==> config.mk <==
export PLATFORM = sky130hd
export DESIGN_NAME = seg_scan_ctrl_flat
export DESIGN_NICKNAME = d
export VERILOG_FILES = /design/src/rtl/seg_scan_ctrl_if.sv /design/src/rtl/seg_scan_ctrl.sv /design/src/flat_wrapper.sv
export SDC_FILE = /design/constraint.sdc
export NUM_CORES = 1
export LEC_CHECK = 0
export BUFFER_PORTS_ARGS = -buffer_cell sky130_fd_sc_hd__buf_4
export CAP_MARGIN = 20
export CELL_PAD_IN_SITES_DETAIL_PLACEMENT = 1
export CELL_PAD_IN_SITES_GLOBAL_PLACEMENT = 2
export CORE_ASPECT_RATIO = 1.5
export CORE_UTILIZATION = 33
export DETAILED_ROUTE_END_ITERATION = 12
export GPL_TIMING_DRIVEN = 0
export PLACE_DENSITY = 0.93
export SLEW_MARGIN = 20
export SYNTH_ARGS = -nofsm -noshare
export SYNTH_HDL_FRONTEND = slang
export SYNTH_SLANG_ARGS = --single-unit
export TNS_END_PERCENT = 10
==> constraint.sdc <==
create_clock -name mclk -period 3.4 [get_ports mclk]
set_input_delay 0.34 -clock mclk [delete_from_list [all_inputs] [get_ports mclk]]
set_output_delay 0.34 -clock mclk [all_outputs]
set_load 0.005 [all_outputs]
==> src/rtl/seg_scan_ctrl_if.sv <==
// Bundle of the display-update handshake and the digit scan outputs of seg_scan_ctrl.
// master drives the value/request side, slave is the scan controller.
interface seg_scan_ctrl_if;
    logic [15:0] bcd_in;
    logic        load;
    logic        lz_blank;
    logic        ack;
    logic [3:0]  an;
    logic [3:0]  digit;
    logic        frame;

    modport master (
        output bcd_in, load, lz_blank,
        input  ack, an, digit, frame
    );

    modport slave (
        input  bcd_in, load, lz_blank,
        output ack, an, digit, frame
    );
endinterface

==> src/rtl/seg_scan_ctrl.sv <==
// Four-digit multiplexed 7-segment scan controller: prescaled slot scanning with an
// anti-ghost blank phase, frame-aligned display updates and leading-zero blanking.
module seg_scan_ctrl #(
    parameter int DIV       = 16,
    parameter int BLANK_CYC = 2
) (
    input  logic           mclk,
    input  logic           reset,
    seg_scan_ctrl_if.slave bus
);

    localparam int             PW     = (DIV > 1) ? $clog2(DIV) : 1;
    localparam logic [PW-1:0]  P_LAST = PW'(DIV - 1);
    localparam logic [PW:0]    BLK    = (PW + 1)'(BLANK_CYC);

    logic [PW-1:0] p;
    logic [1:0]    s;
    logic [15:0]   disp;
    logic          ack_q;
    logic          frame_cyc;
    logic          show;
    logic [3:0]    lead;
    logic [3:0]    an_c;
    logic [3:0]    digit_c;

    assign frame_cyc = (p == P_LAST) && (s == 2'd3);

    // p + 1 > BLANK_CYC is p >= BLANK_CYC without a constant-zero unsigned compare
    assign show = ({1'b0, p} + (PW + 1)'(1)) > BLK;

    // Prescaler, slot counter and display register; disp only moves on a frame cycle
    always_ff @(posedge mclk) begin
        if (reset) begin
            p     <= '0;
            s     <= 2'd0;
            disp  <= 16'h0000;
            ack_q <= 1'b0;
        end else begin
            if (p == P_LAST) begin
                p <= '0;
                s <= s + 2'd1;
            end else begin
                p <= p + PW'(1);
            end
            if (frame_cyc && bus.load) begin
                disp <= bus.bcd_in;
            end
            ack_q <= frame_cyc && bus.load;
        end
    end

    // lead[i]: nibbles 3..i are all zero, so digit i is a leading zero
    assign lead[3] = (disp[15:12] == 4'h0);
    assign lead[2] = lead[3] && (disp[11:8] == 4'h0);
    assign lead[1] = lead[2] && (disp[7:4]  == 4'h0);
    assign lead[0] = 1'b0;

    always_comb begin
        an_c    = 4'hF;
        digit_c = 4'h0;
        case (s)
            2'd0:    digit_c = disp[3:0];
            2'd1:    digit_c = disp[7:4];
            2'd2:    digit_c = disp[11:8];
            default: digit_c = disp[15:12];
        endcase
        if (show && !(bus.lz_blank && lead[s])) begin
            an_c[s] = 1'b0;
        end
    end

    assign bus.an    = an_c;
    assign bus.digit = digit_c;
    assign bus.frame = frame_cyc;
    assign bus.ack   = ack_q;

endmodule

==> src/flat_wrapper.sv <==
// flat-port wrapper written by rule: the top's interface ports become plain ports
module seg_scan_ctrl_flat 
#(
    parameter int DIV       = 16,
    parameter int BLANK_CYC = 2
)
  (mclk, reset, bus_bcd_in, bus_load, bus_lz_blank, bus_ack, bus_an, bus_digit, bus_frame);
  seg_scan_ctrl_if bus_i ();
  input  logic mclk;
  input  logic reset;
  input wire logic [$bits(bus_i.bcd_in)-1:0] bus_bcd_in;
  input wire logic [$bits(bus_i.load)-1:0] bus_load;
  input wire logic [$bits(bus_i.lz_blank)-1:0] bus_lz_blank;
  output wire logic [$bits(bus_i.ack)-1:0] bus_ack;
  output wire logic [$bits(bus_i.an)-1:0] bus_an;
  output wire logic [$bits(bus_i.digit)-1:0] bus_digit;
  output wire logic [$bits(bus_i.frame)-1:0] bus_frame;
  assign bus_i.bcd_in = bus_bcd_in;
  assign bus_i.load = bus_load;
  assign bus_i.lz_blank = bus_lz_blank;
  assign bus_ack = bus_i.ack;
  assign bus_an = bus_i.an;
  assign bus_digit = bus_i.digit;
  assign bus_frame = bus_i.frame;
  seg_scan_ctrl #(.DIV(DIV), .BLANK_CYC(BLANK_CYC)) u_core (.mclk(mclk), .reset(reset), .bus(bus_i));
endmodule
Word-level counts from Yosys, hierarchy flattened
Cells that the tools add are included.
{ "word_totals": {"ff_bits": 23, "input_bits": 20, "output_inout_bits": 10, "wordCells": 34} }
{ "classes": {"n_addsub": 3, "order_cmp": 3, "eq_ne": 4, "muxes": 6, "bitwise": 1, "n_reduce_logical": 13} }
{ "op_table": {"columns": ["operator", "count"], "rows": [
  ["logical NOT 4 bit", 3],
  ["one-hot mux 4 bit (3 select lines)", 1],
  ["logical AND 1 bit", 7],
  ["adder 4 x 1 -> 5 bit, second input constant", 1],
  ["> comparator 5 x 2 -> 1 bit, second input constant", 1],
  ["adder 4 x 1 -> 4 bit, second input constant", 1],
  ["== test 2 bit, second input constant", 2],
  ["== test 4 bit, second input constant", 1],
  ["2-to-1 mux 4 bit", 1],
  ["NOT 4 bit", 1],
  ["< comparator 2 x 3 -> 1 bit, second input constant", 1],
  ["adder 2 x 1 -> 2 bit, second input constant", 1],
  ["binary-select mux 1 bit (select 2 bit)", 1],
  ["demux 1 bit (select 2 bit)", 1],
  ["== test 2 x 1 -> 1 bit, second input constant", 1],
  [">= comparator 2 x 1 -> 1 bit, second input constant", 1],
  ["logical NOT 2 bit", 1],
  ["2-to-1 mux 1 bit", 2],
  ["OR reduction 2 bit", 1],
  ["logical NOT 1 bit", 1]
]} }

Logic depth before layout (Yosys ltp)
{ "logic_depth": {"ltp_word": 9, "ltp_mapped": 6, "depth_no_buf": 5} }

Worst setup path after synthesis
No wires, ideal clock.
{ "synth_path": {"path_kind": "register to output", "startpoint": "register u_core.p[0]", "endpoint": "output port bus_an[0]", "t_arrival_ns": 1.212, "required_time_ns": 3.060, "slack_ns": 1.848, "stages_incl_launch_ff": 5, "n_path_buf": 0, "cell_sequence": "dfxtp_1 -> ha_1 -> and2_2 -> a21oi_1 -> o221ai_1"} }
{ "synth_via": {"elab_chain_cells": 4} }
{ "synth_lines": {"columns": ["item", "line_no", "rtl"], "rows": [
  ["start, declared", "seg_scan_ctrl.sv:16", "logic [PW-1:0] p;"],
  ["start signal, assigned", "seg_scan_ctrl.sv:43", "p <= p + PW'(1);"],
  ["adder 4 x 1 -> 5 bit", "seg_scan_ctrl.sv:29", "assign show = ({1'b0, p} + (PW + 1)'(1)) > BLK;"],
  ["> comparator 5 x 2 -> 1 bit", "seg_scan_ctrl.sv:29", null],
  ["logical AND 1 bit", "seg_scan_ctrl.sv:67", "if (show && !(bus.lz_blank && lead[s])) begin"],
  ["2-to-1 mux 4 bit", "seg_scan_ctrl.sv:67", null],
  ["end, declared", "flat_wrapper.sv:15", "output wire logic [$bits(bus_i.an)-1:0] bus_an;"]
]} }
No other way between the ends.

Worst setup path after layout
{ "layout_path": {"startpoint": "register u_core.p[0]", "endpoint": "output port bus_an[2]"} }
Same word-level chain as after synthesis.

==> flow_summary.json <==
{
  "clkSlewWorstSetupHoldPaths_ns": 0.08,
  "rsz0062_at_grt": "no",
  "syn-num-nets": 163,
  "ys.flop_type": "dfxtp_1",
  "cp.required_ns": 3.06,
  "cts_sinks": 23,
  "grt_max_degree": 13,
  "r2r_slack_ns": 1.83,
  "min_period_ns": 2.166,
  "p_comb_frac": 0.108,
  "placed_cells": 206,
  "post_cts_buffers": 0,
  "vias": 1134,
  "cts_buffers": 3,
  "routed_via_density": 5.400,
  "synth_seq_cells": 23,
  "start_util": 0.3494,
  "maxCapViolations": 0,
  "crit-reg2reg-launch": "u_core.p[0]",
  "synth.cell_area_sq_um": 1205,
  "cts_hold_buf": 0,
  "hold_violations": 0,
  "setup.worst_path.end_class": "output pin",
  "ys_warn_count": 0,
  "finalSetupViolations": 0,
  "n_fill_cell": 426,
  "synthTopCellsByCount": "23 x dfxtp_1, 19 x a21oi_1, 16 x nand3_1",
  "synth_edf_count": 0,
  "drc": 0,
  "p_leak_uw": 0.0005754,
  "cts.path.max_buffers": 2,
  "die_w_microns": 51.34,
  "arrival_ns": 1.83,
  "cp-start-kind": "flop",
  "synth_area_leaders": "dfxtp_1 38%, a21oi_1 7.9%, ha_1 7.3%",
  "pin_count": 30,
  "peakVddDrop_mv": 0.1798,
  "timing.fmax_mhz": 461.6,
  "holdCritPathClass": "input port to flop",
  "design.die.area_sq_um": 3902,
  "finalClockSkew_ns": 0.003916,
  "routed_wl_microns": 3223,
  "seqPwrFrac": 0.554,
  "num_antenna_cells": 0,
  "outcome": "complete, no violations",
  "min_path_cells": 2,
  "nets": 196,
  "cts_root_buf": "clkbuf_8",
  "hpwlAfterDp_microns": 2496,
  "yosysSeqAreaShare": 0.3821,
  "synth.distinct_cells": 33,
  "rows": 26,
  "p_sw_frac": 0.2314,
  "layout-drive-gt1-share": 0.2500,
  "maxSlewHeadroom": 0.7030,
  "post-route-period-util": 0.6371,
  "cts_resized": 0,
  "worst_slew_pin_slew_ns": 0.4448,
  "cp_max_fo": 6,
  "wl_per_cell_microns": 15.35,
  "gr-total-overflow": 0,
  "post-synth-top-count-cell": "dfxtp_1",
  "avgSynthCellArea_sq_um": 8.860,
  "grt_pass1_wl_microns": 5444,
  "reg2regPathDepth": 6,
  "p_int_uw": 383.9,
  "async_flop_share": 0,
  "die_h_microns": 76.01,
  "cts_max_level": 1,
  "netlist_instances": 136,
  "cts_tree": "built",
  "synth_top_area_share": 0.3821,
  "reg2reg_to": "u_core.disp[3]",
  "grt_pass1_vias": 1211,
  "area_delta_synth_final_pct": 25.55,
  "maxSlewViolCount": 0,
  "min_from": "reset",
  "synth.largest_area_cell": "dfxtp_1",
  "grtUsageTotal": 0.1824,
  "first_iter_violations": 44,
  "first_pass_iters": 4,
  "fin_setup_tns_ns": 0,
  "antenna_found_initial": 0,
  "p_switching_uw": 115.6,
  "core_sq_um": 3448,
  "power_density_nw_per_um2": 330.2,
  "insertion_delay_ns": 0.26,
  "hold_end": "u_core.p[1]",
  "place_congestion": 0.7342,
  "ant_nets": 0,
  "p_clk_frac": 0.338,
  "port_buffers": 28,
  "stdcell_count": 210,
  "crit_type": "flop to output pin"
}
layer usage:
layer  track usage  part of all wire  vias up
li1              -                 -      559
met1        0.2250              0.44      552
met2        0.3145              0.52       19
met3       0.01796             0.024        4
met4       0.07297             0.015        0
met5             0                 0        -
placed cells by master, fill, tap and decap left out, drive strengths merged, types with 2 or more instances in the layout:
cell type	instances
buf	34
dfxtp	23
a21oi	19
o21ai	17
nand3	16
inv	10
ha	7
nor2	6
mux2i	5
clkbuf	5
o221ai	4
a222oi	4
nor3	3
nor4	2
xnor2	2
and2	2
cell type report:
| type | instances | area [sq um] | share of cell area |
|---|---|---|---|
| plain buffers | 9 | 91.34 | 0.06038 |
| multi-input cells | 94 | 613.1 | 0.4053 |
| well taps | 42 | 52.55 | 0.03474 |
| repair buffers | 28 | 210.2 | 0.1390 |
| flip-flops and latches | 23 | 460.4 | 0.3044 |
| clock buffers | 4 | 45.04 | 0.02978 |
| inverters | 10 | 40.04 | 0.02647 |
critical path, cell delays in order, from the launching register on:
cell	delay, ns
dfxtp_1	0.36
ha_1	0.31
and2_2	0.24
a21oi_1	0.29
o221ai_1	0.20
buf_4	0.17
flip-flops by register name, indices dropped and copies added, names as in the netlist:
signal / cells
u_core.bus.ack: 1
u_core.disp: 16
u_core.s: 2
u_core.p: 4
how the worst max path moves through the flow:
stage,to,startpoint
after floorplan,bus_an[0],u_core.p[0]
after global placement,bus_digit[2],u_core.s[0]
after detailed placement,bus_an[2],u_core.p[0]
after CTS,bus_an[2],u_core.p[0]
after global routing,bus_digit[0],u_core.s[0]
final,bus_an[2],u_core.p[0]
logic make-up after synthesis:
| logic type | Yosys count | share of synthesized area |
|---|---|---|
| AOI/OAI and AO/OA | 47 | 0.2295 |
| xor gates and xnor gates | 2 | 0.01454 |
| adders and majority gates | 7 | 0.07269 |
| buffers and inverters | 19 | 0.1090 |
| DFF | 23 | 0.3821 |
| muxes | 5 | 0.04154 |
| and+or+nand+nor | 33 | 0.1506 |
power groups by stage:
stage	sequential, uW	clock (uW)	combinational, uW
4_1_cts	276	176	54.8
3_3_place_gp	282	0	51.4
6_report	277	169	53.9
5_1_grt	277	183	59.4
3_5_place_dp	283	0	54.4
2_1_floorplan	282	0	26.2
per-stage QoR:
step                hold slack, ns    util  power [uW]  area (sq um)  worst slack [ns]
floorplan                   0.4168       -       308.0          1205             1.848
global placement            0.4684  0.4256       333.7          1468             1.578
detailed placement          0.4813  0.4256       337.2          1468             1.528
CTS                         0.2621  0.4387       506.8          1513             1.227
global route                0.2726  0.4387       520.0          1513             1.128
finish                      0.2679  0.4387       499.5          1513             1.234
No activity file was read; power rests on OpenSTA's default activity.
